==> src/rtl/quadrature_pkg.sv <==
// Shared definitions for the multi-channel quadrature decoder: A/B state encodings,
// the transition decoder and the supported parameter ranges.
package quadrature_pkg;

    // A/B phase states as {A, B}; forward order is 00 -> 10 -> 11 -> 01 -> 00
    localparam logic [1:0] Ab00 = 2'b00;
    localparam logic [1:0] Ab10 = 2'b10;
    localparam logic [1:0] Ab11 = 2'b11;
    localparam logic [1:0] Ab01 = 2'b01;

    localparam int unsigned MinChannels   = 1;
    localparam int unsigned MaxChannels   = 8;
    localparam int unsigned MinWidth      = 8;
    localparam int unsigned MaxWidth      = 32;
    localparam int unsigned MinSyncStages = 2;
    localparam int unsigned MaxSyncStages = 3;
    localparam int unsigned MinFilterLen  = 1;
    localparam int unsigned MaxFilterLen  = 15;

    typedef struct packed {
        logic inc;
        logic dec;
        logic illegal;
    } step_t;

    function automatic logic [1:0] fwd_next(input logic [1:0] ab);
        logic [1:0] nxt;
        unique case (ab)
            Ab00:    nxt = Ab10;
            Ab10:    nxt = Ab11;
            Ab11:    nxt = Ab01;
            default: nxt = Ab00;
        endcase
        return nxt;
    endfunction

    function automatic step_t decode_step(input logic [1:0] prev, input logic [1:0] cur);
        step_t s;
        s = '0;
        if (prev != cur) begin
            if ((prev ^ cur) == 2'b11) begin
                s.illegal = 1'b1;
            end else if (fwd_next(prev) == cur) begin
                s.inc = 1'b1;
            end else begin
                s.dec = 1'b1;
            end
        end
        return s;
    endfunction

endpackage

==> src/rtl/quadrature_channel.sv <==
// One encoder channel: synchronisers and glitch filters for A/B/Z, 4x decode into a
// wrapping counter, sticky illegal-transition flag and index capture.
module quadrature_channel
    import quadrature_pkg::*;
#(
    parameter int unsigned WIDTH       = 32,
    parameter int unsigned SYNC_STAGES = 2,
    parameter int unsigned FILTER_LEN  = 4
) (
    input  logic             CLK,
    input  logic             RESETN,
    input  logic             a_i,
    input  logic             b_i,
    input  logic             z_i,
    input  logic             clear_i,
    input  logic             settle_i,
    output logic [WIDTH-1:0] count_o,
    output logic [WIDTH-1:0] index_pos_o,
    output logic             index_seen_o,
    output logic             err_o
);

    localparam logic [3:0] FiltLast = 4'(FILTER_LEN - 1);

    // Signal index: 0 = A, 1 = B, 2 = Z
    logic [2:0]             pins;
    logic [SYNC_STAGES-1:0] sync_q [3];
    logic [2:0]             synced;
    logic [2:0]             filt_q, filt_d;
    logic [3:0]             fcnt_q [3];
    logic [3:0]             fcnt_d [3];

    logic [1:0]       ab_prev_q;
    logic [1:0]       ab_cur;
    logic             z_prev_q;
    logic             z_rise;
    step_t            step;
    logic [WIDTH-1:0] count_q, count_d;
    logic [WIDTH-1:0] index_pos_q, index_pos_d;
    logic             index_seen_q, index_seen_d;
    logic             err_q, err_d;

    assign pins = {z_i, b_i, a_i};

    always_comb begin
        for (int i = 0; i < 3; i++) begin
            synced[i] = sync_q[i][SYNC_STAGES-1];
            filt_d[i] = filt_q[i];
            fcnt_d[i] = '0;
            if (synced[i] != filt_q[i]) begin
                if (fcnt_q[i] == FiltLast) begin
                    filt_d[i] = synced[i];
                end else begin
                    fcnt_d[i] = fcnt_q[i] + 4'd1;
                end
            end
        end
    end

    assign ab_cur = {filt_q[0], filt_q[1]};
    assign step   = decode_step(ab_prev_q, ab_cur);
    assign z_rise = filt_q[2] & ~z_prev_q & ~settle_i;

    always_comb begin
        count_d      = count_q;
        err_d        = err_q;
        index_seen_d = index_seen_q;
        index_pos_d  = index_pos_q;
        if (clear_i) begin
            count_d      = '0;
            err_d        = 1'b0;
            index_seen_d = 1'b0;
        end else begin
            if (!settle_i) begin
                if (step.inc) begin
                    count_d = count_q + WIDTH'(1);
                end else if (step.dec) begin
                    count_d = count_q - WIDTH'(1);
                end
                if (step.illegal) begin
                    err_d = 1'b1;
                end
            end
            // Index captures the count as it stands after this edge's step
            if (z_rise) begin
                index_pos_d  = count_d;
                index_seen_d = 1'b1;
            end
        end
    end

    always_ff @(posedge CLK) begin
        if (!RESETN) begin
            for (int i = 0; i < 3; i++) begin
                sync_q[i] <= '0;
                fcnt_q[i] <= '0;
            end
            filt_q       <= '0;
            ab_prev_q    <= '0;
            z_prev_q     <= 1'b0;
            count_q      <= '0;
            index_pos_q  <= '0;
            index_seen_q <= 1'b0;
            err_q        <= 1'b0;
        end else begin
            for (int i = 0; i < 3; i++) begin
                sync_q[i] <= {sync_q[i][SYNC_STAGES-2:0], pins[i]};
                fcnt_q[i] <= fcnt_d[i];
            end
            filt_q       <= filt_d;
            ab_prev_q    <= ab_cur;
            z_prev_q     <= filt_q[2];
            count_q      <= count_d;
            index_pos_q  <= index_pos_d;
            index_seen_q <= index_seen_d;
            err_q        <= err_d;
        end
    end

    assign count_o      = count_q;
    assign index_pos_o  = index_pos_q;
    assign index_seen_o = index_seen_q;
    assign err_o        = err_q;

endmodule

==> src/rtl/quadrature_multi.sv <==
// Multi-channel quadrature encoder interface: per-channel decoders plus a shared
// post-reset settle window and a coherent all-channel snapshot on LATCH.
module quadrature_multi
    import quadrature_pkg::*;
#(
    parameter int unsigned CHANNELS    = 2,
    parameter int unsigned WIDTH       = 32,
    parameter int unsigned SYNC_STAGES = 2,
    parameter int unsigned FILTER_LEN  = 4
) (
    input  logic                      CLK,
    input  logic                      RESETN,
    input  logic [CHANNELS-1:0]       IN_A,
    input  logic [CHANNELS-1:0]       IN_B,
    input  logic [CHANNELS-1:0]       IN_Z,
    input  logic [CHANNELS-1:0]       CLEAR,
    input  logic                      LATCH,
    output logic [CHANNELS*WIDTH-1:0] COUNT,
    output logic [CHANNELS*WIDTH-1:0] SNAPSHOT,
    output logic [CHANNELS*WIDTH-1:0] INDEX_POS,
    output logic [CHANNELS-1:0]       INDEX_SEEN,
    output logic [CHANNELS-1:0]       ERR
);

    localparam bit ParamsOk =
        (CHANNELS >= MinChannels) && (CHANNELS <= MaxChannels) &&
        (WIDTH >= MinWidth) && (WIDTH <= MaxWidth) &&
        (SYNC_STAGES >= MinSyncStages) && (SYNC_STAGES <= MaxSyncStages) &&
        (FILTER_LEN >= MinFilterLen) && (FILTER_LEN <= MaxFilterLen);

    if (!ParamsOk) begin : gen_param_err
        $error("quadrature_multi: parameter out of supported range");
    end

    localparam int unsigned SettleLen = SYNC_STAGES + FILTER_LEN + 2;

    logic [4:0]                settle_q, settle_d;
    logic                      settle;
    logic [CHANNELS*WIDTH-1:0] snapshot_q, snapshot_d;

    assign settle = (settle_q != '0);

    always_comb begin
        settle_d   = settle_q;
        snapshot_d = snapshot_q;
        if (settle) begin
            settle_d = settle_q - 5'd1;
        end
        // Pre-update counts of every channel, so the snapshot is coherent
        if (LATCH) begin
            snapshot_d = COUNT;
        end
    end

    always_ff @(posedge CLK) begin
        if (!RESETN) begin
            settle_q   <= 5'(SettleLen);
            snapshot_q <= '0;
        end else begin
            settle_q   <= settle_d;
            snapshot_q <= snapshot_d;
        end
    end

    assign SNAPSHOT = snapshot_q;

    for (genvar n = 0; n < CHANNELS; n++) begin : gen_chan
        quadrature_channel #(
            .WIDTH      (WIDTH),
            .SYNC_STAGES(SYNC_STAGES),
            .FILTER_LEN (FILTER_LEN)
        ) u_chan (
            .CLK         (CLK),
            .RESETN      (RESETN),
            .a_i         (IN_A[n]),
            .b_i         (IN_B[n]),
            .z_i         (IN_Z[n]),
            .clear_i     (CLEAR[n]),
            .settle_i    (settle),
            .count_o     (COUNT[n*WIDTH +: WIDTH]),
            .index_pos_o (INDEX_POS[n*WIDTH +: WIDTH]),
            .index_seen_o(INDEX_SEEN[n]),
            .err_o       (ERR[n])
        );
    end

endmodule

==> config.mk <==
export PLATFORM = sky130hd
export DESIGN_NAME = quadrature_multi
export DESIGN_NICKNAME = d
export VERILOG_FILES = /design/src/rtl/quadrature_pkg.sv /design/src/rtl/quadrature_channel.sv /design/src/rtl/quadrature_multi.sv
export SDC_FILE = /design/constraint.sdc
export NUM_CORES = 1
export LEC_CHECK = 0
export CORE_UTILIZATION = 40
export CTS_CLUSTER_SIZE = 10
export DETAILED_ROUTE_END_ITERATION = 8
export PLACE_DENSITY = 0.69
export SYNTH_ARGS = -nofsm -noshare
export SYNTH_HDL_FRONTEND = slang
export SYNTH_HIERARCHICAL = 1
export SYNTH_SLANG_ARGS = --single-unit
==> constraint.sdc <==
create_clock -name CLK -period 2.5 [get_ports CLK]
set_input_delay 0.25 -clock CLK [delete_from_list [all_inputs] [get_ports CLK]]
set_output_delay 0.25 -clock CLK [all_outputs]
set_load 0.03 [all_outputs]
==> summary.txt, run 1 <==
Status
  – Status: finished clean

Worst hold path
  – Hold path endpoint: gen_chan[1].u_chan/index_pos_o[10]
  – Worst Hold Path Cells: 3
  – HP Class: input port to flop
  – Hold_sp: RESETN

Clock tree
  – Setup Fix Bufs, Post-CTS: 0
  – CTS sink cnt: 249
  – TritonCTS clock tree: yes
  – Clock root buffer: clkbuf_16
  – Hold Buf Count CTS: 0
  – Post-CTS sizing: 0
  – Htree depth: 1
  – Clk buf depth: 3
  – Skew-Pair Late Insertion Delay: 0.54 ns
  – Worst-path clk slew: 0.06 ns
  – TritonCTS buffer count: 29

Cells and area
  – Post-route insts no fill: 1828
  – Nets: 1505
  – Layout cells sized above 1: 0.116
  – Most common cell after layout, fill and taps aside: dfxtp_1
  – Antenna cells: 0
  – Area growth syn-to-layout: 33.4%
  – Most frequent cells in the layout: 249 x dfxtp_1, 212 x nor2_1, 204 x clkdlybuf4s50_1, 88 x buf_4, 79 x a21oi_1

STA
  – Hold Vio Cnt, Final: 0
  – Max Clk Rate: 430 MHz
  – Clk_skew: 0.00962 ns
  – Total negative setup slack: 0 ns
  – Min cycle time layout: 2.33 ns
  – Rel. slew slack: 0.557
  – Final Max Slew Viols: 0
  – Slew @ Worst Pin: 0.659 ns
  – Tcrit/Tclk final: 0.930
  – Fin worst setup slack: 0.174 ns
  – # setup viols final: 0

Routing
  – # DRC: 0
  – Via Count: 10000
  – Total length of routed wires: 33900 µm
  – Routed Antenna Nets: 0
  – Drt initial violations: 871
  – Vias per cell: 5.49
  – Drt pass-1 iters: 5
  – Wire length per cell: 18.5 µm

Setup path
  – Critical-path maximum fanout: 4
  – Worst r2r src: settle_q[0]
  – WS Path Type: flop to flop
  – Worst Path Arrival: 2.74 ns
  – Worst R2R Setup Slack: 0.17 ns
  – Crit end category: flop
  – R2r worst-path depth: 10
  – CP startpoint kind: flop
  – Required time of the critical path: 2.91 ns
  – Worst r2r dst: gen_chan[1].u_chan/index_pos_o[19]

Logic synthesis
  – Cells after Synth: 1225
  – Synthesized Nets: 1247
  – Top cell type's share of synthesized area: 0.453
  – Asr flop ratio synth: 0
  – Area contributors post-synth: dfxtp_1 45%, nor2_1 7.3%, mux2i_1 6.0%
  – Yosys warns: 6
  – Sequential element share of the synthesized area: 0.453
  – Post-synthesis cell type count: 81
  – Most used DFF post-synth: dfxtp_1
  – Avg Cell Area, Syn: 8.98 µm²
  – EDFF count, synth: 0
  – Mapped Area: 11000 µm²
  – Yosys top cell by area: dfxtp_1
  – FF+latch count, synth: 249

Floorplan
  – Die height: 168 µm
  – Full die area: 28200 µm²
  – Die Wd: 168 µm
  – Rows: 60
  – Starting Density: 0.408
  – Core Region: 27000 µm²
  – I/O pin total: 207

Placed design
  – Hpwl dp: 25100 µm
  – Placed Cells: 1793
  – Routability cong.: 0.970
  – Port Buffer Count: 206
  – Pre-CTS setup slack: 0.0961 ns

GRT
  – Vias in the first global route: 9712
  – Wire length of the first global-routing pass: 54200 µm
  – Largest net degree at the start of global routing: 38
  – All-layer global routing usage: 0.240
  – Grt total ovfl: 0
  – Initial antenna violation count: 0

Power
  – Max VDD drop: 0.404 mV
  – Pwr per Cell Area: 555 nW/µm²
  – Static leakage: 5.63 nW
  – Power Total: 8.15 mW

Job
  – Max_cap viols: 0
## power breakdown
group	internal [mW]	total, mW	leakage [nW]	switching (mW)
Combinational	0.196	0.478	3.23	0.282
Clock	2.13	3.62	0.385	1.50
Sequential	4.01	4.04	2.01	0.0334
## worst max-delay path by stage
stage / startpoint / to / slack (ns) / depth (start not counted)
2_1_floorplan: settle_q[0] / gen_chan[0].u_chan/index_pos_o[30] / 0.14 / 11
3_3_place_gp: settle_q[0] / gen_chan[0].u_chan/index_pos_o[27] / 0.15 / 11
3_5_place_dp: settle_q[0] / gen_chan[0].u_chan/index_pos_o[27] / 0.1 / 11
4_1_cts: settle_q[0] / gen_chan[0].u_chan/index_pos_o[27] / 0.05 / 11
5_1_grt: settle_q[0] / gen_chan[0].u_chan/index_pos_o[27] / -0.002 / 11
6_report: settle_q[0] / gen_chan[1].u_chan/index_pos_o[19] / 0.17 / 10
## cells in the mapped netlist, types with 13 or more instances
cell type and number:
a21oi_1 79, and2_1 24, and3_1 15, buf_4 13
clkbuf_1 38, dfxtp_1 249, inv_1 21, mux2i_1 66
nand2_1 48, nand3_1 54, nand4_1 33, nor2_1 214
nor3_1 27, o21ai_0 57, or3_1 17, xnor2_1 60
xor2_1 28
## stage by stage
stage          hold WS (ns)  instance area (µm²)  utilization
4_1_cts               0.157                14600        0.542
6_report              0.187                14700        0.544
3_5_place_dp          0.425                13800        0.513
2_1_floorplan         0.362                11000            -
3_3_place_gp          0.415                13800        0.513
5_1_grt               0.192                14700        0.544
## worst max-delay path: stages, from the launching register on
cell,delay (ns)
dfxtp_1,0.31
inv_1,0.05
ha_1,0.20
nor4b_4,0.25
inv_2,0.12
inv_2,0.10
nand3_1,0.09
or4b_1,0.53
o21ai_0,0.18
xnor2_1,0.22
o22ai_1,0.14
## logic make-up (layout without fill, tap and decap cells)
logic type | after synthesis | count (layout) | synth area share
flops | 249 | 249 | 0.453
compound gates | 220 | 220 | 0.126
buf+inv | 91 | 353 | 0.0426
xor+xnor | 92 | 92 | 0.0760
mux | 67 | 67 | 0.0611
fa+ha+maj | 11 | 11 | 0.0125
simple gates | 495 | 495 | 0.228
## layer usage
metal | track usage | share of wire | vias to the layer above
li1 | - | - | 4810
met1 | 0.328 | 0.46 | 4794
met2 | 0.388 | 0.45 | 368
met3 | 0.0364 | 0.065 | 59
met4 | 0.0778 | 0.026 | 0
met5 | 0 | 0 | -
## registers in the layout, summed over array words and instances, names as in the netlist
name and cells:
SNAPSHOT 64, gen_chan.u_chan/ab_prev_q 4, gen_chan.u_chan/count_o 64, gen_chan.u_chan/err_o 2
gen_chan.u_chan/fcnt_q 24, gen_chan.u_chan/filt_q 6, gen_chan.u_chan/index_pos_o 64, gen_chan.u_chan/index_seen_o 2
gen_chan.u_chan/sync_q 12, gen_chan.u_chan/z_prev_q 2, settle_q 5
## final cells by class
cell class	count	area, µm²
fillers	2446	12300
inverters	21	78.8
clock inverters	1	5.00
multi-input cells	885	5610
repair buffers	297	2790
clock buffers	34	774
well taps	341	427
flip-flops and latches	249	4980
(Power assumes the default switching activity.)
==> inputs of run 2 (changes only) <==
- CAP_MARGIN: unset -> 20
- REMOVE_ABC_BUFFERS: unset -> 1
==> run 2 against run 1 <==
Against the previous run:
- register-to-register slack got worse by 0.06 ns
- total power fell by 0.41%
- combinational power fell by 3%
- sequential power barely moved
- cell area did not move
- maximum frequency fell by 2.4%
- core utilization did not move
- first-iteration DRC count fell by 24%
- cell count rose by 0.11%
==> summary.txt, run 2 (synthesis results as in run 1) <==
Status
  – Status: finished clean

Setup path
  – Delay-heaviest family, CP: XOR/XNOR gates
  – Most used cell, CP: xnor2_1
  – CP startpoint kind: flop
  – Buf/Inv on CP: 1
  – Required time of the critical path: 2.91 ns
  – Worst R2R Setup Slack: 0.12 ns
  – Worst r2r src: gen_chan[0].u_chan/filt_q[0]
  – Worst stage delay on the critical path: 0.50 ns
  – Worst r2r dst: gen_chan[0].u_chan/index_pos_o[25]
  – Crit end category: flop
  – WS Path Type: flop to flop
  – Critical path's slowest cell: xnor2_1
  – R2r worst-path depth: 7
  – Worst Path Arrival: 2.80 ns
  – Critical-path maximum fanout: 7
  – Critical path, cell by cell: xnor2_1 > buf_4 > and4_4 > a21oi_2 > nor4_2 > xnor2_1 > a21oi_1

Power
  – Pwr per Cell Area: 553 nW/µm²
  – Max VDD drop: 0.564 mV
  – Static leakage: 5.61 nW
  – Power Total: 8.11 mW

STA
  – Worst hold slack: 0.146 ns
  – Final Max Slew Viols: 0
  – Min cycle time layout: 2.38 ns
  – Clk_skew: 0.00826 ns
  – Slew @ Worst Pin: 0.623 ns
  – Rel. slew slack: 0.585
  – Tcrit/Tclk final: 0.954
  – # setup viols final: 0
  – Max Clk Rate: 419 MHz
  – RSZ-0062 raised after global routing: no
  – Hold Vio Cnt, Final: 0
  – Fin worst setup slack: 0.116 ns

Routing
  – Routed Antenna Nets: 0
  – Via Count: 9921
  – # DRC: 0
  – Wire length per cell: 18.1 µm
  – Vias per cell: 5.42
  – Drt pass-1 iters: 5
  – Total length of routed wires: 33100 µm
  – Drt initial violations: 664

Clock tree
  – TritonCTS buffer count: 29
  – Skew-Pair Late Insertion Delay: 0.53 ns
  – Clock root buffer: clkbuf_16
  – Hold Buf Count CTS: 0
  – Worst-path clk slew: 0.06 ns
  – Htree depth: 1
  – CTS sink cnt: 249
  – Clk buf depth: 3
  – TritonCTS clock tree: yes

Cells and area
  – Nets: 1505
  – Register area: 4980 µm²
  – Antenna cells: 0
  – Most common cell after layout, fill and taps aside: dfxtp_1
  – Most frequent cells in the layout: 249 x dfxtp_1, 212 x nor2_1, 204 x clkdlybuf4s50_1, 87 x buf_4, 77 x a21oi_1
  – Area growth syn-to-layout: 33.4%
  – Layout cells sized above 1: 0.118
  – Final core utilization: 0.544
  – Fill count: 2420
  – Multi-input logic area: 5610 µm²

GRT
  – Wire length of the first global-routing pass: 52600 µm
  – Largest net degree at the start of global routing: 49
  – Grt total ovfl: 0
  – All-layer global routing usage: 0.232
  – Vias in the first global route: 9688
  – Initial antenna violation count: 0

Placed design
  – Port Buffer Count: 206
  – Routability cong.: 0.936
  – Pre-CTS setup slack: 0.0172 ns
  – Hpwl dp: 24400 µm

Floorplan
  – Core Region: 27000 µm²
  – I/O pin total: 207
  – Rows: 60
  – Die Wd: 168 µm
  – Starting Density: 0.408
  – Die height: 168 µm
  – Full die area: 28200 µm²

Job
  – Max_cap viols: 0

Worst hold path
  – Hold_sp: RESETN
  – Worst Hold Path Cells: 3
  – HP Class: input port to flop
  – Hold path endpoint: settle_q[4]
## run 2: changes by cell type in the layout (fill, tap and decap cells not counted), sizes merged
cell / delta
clkbuf: +2
## run 2: layout make-up
class,count,area share
multi-input cells,885,0.382
flip-flops and latches,249,0.340
repair buffers,297,0.191
clock buffers,36,0.0520
well taps,341,0.0291
inverters,21,0.00537
clock inverters,1,0.000341
## run 2: metrics by stage
step	cell area (µm²)	TNS (ns)	cells
after global placement	13800	0	1789
final	14700	0	1830
after CTS	14600	0	1826
after detailed placement	13800	0	1789
after global routing	14700	0	1830
after floorplan	10600	-70.60	1155
## run 2: report_power, final
part / switching (mW) / leakage, nW / internal [mW]
combinational: 0.274 / 3.23 / 0.192
sequential: 0.0393 / 2.01 / 4.01
clock: 1.51 / 0.376 / 2.09
total: 1.82 / 5.61 / 6.29
## run 2: worst max path at each step
stage	from	endpoint	slack, ns	cells after the start
2_1_floorplan	settle_q[0]	gen_chan[1].u_chan/index_pos_o[23]	-1.25	9
3_3_place_gp	settle_q[0]	gen_chan[0].u_chan/count_o[22]	0.06	10
3_5_place_dp	settle_q[0]	gen_chan[0].u_chan/count_o[22]	0.02	10
4_1_cts	settle_q[0]	gen_chan[0].u_chan/count_o[22]	0.0007	10
5_1_grt	settle_q[0]	gen_chan[1].u_chan/index_pos_o[27]	0.0003	10
6_report	gen_chan[0].u_chan/filt_q[0]	gen_chan[0].u_chan/index_pos_o[25]	0.12	7
## run 2: timing repair
item / CTS / global route
gates resized for setup: 0 / 13
buffers inserted: 0 / 4
endpoints found under the setup margin: 0 / 59
## run 2: per-layer routing
layer	wire length, µm	global-route usage	part of all wire	up-vias
met4	1310	0.0874	0.039	0
met2	15700	0.402	0.47	352
met1	14100	0.286	0.43	4664
li1	-	-	-	4816
met5	0	0	0	-
met3	2010	0.0397	0.061	89
## run 2: worst reg2reg max path, stage by stage (launching register included)
cell and delay (ns):
dfxtp_1 0.38, xnor2_1 0.50, buf_4 0.28, and4_4 0.28, a21oi_2 0.09, nor4_2 0.40
xnor2_1 0.22, a21oi_1 0.11
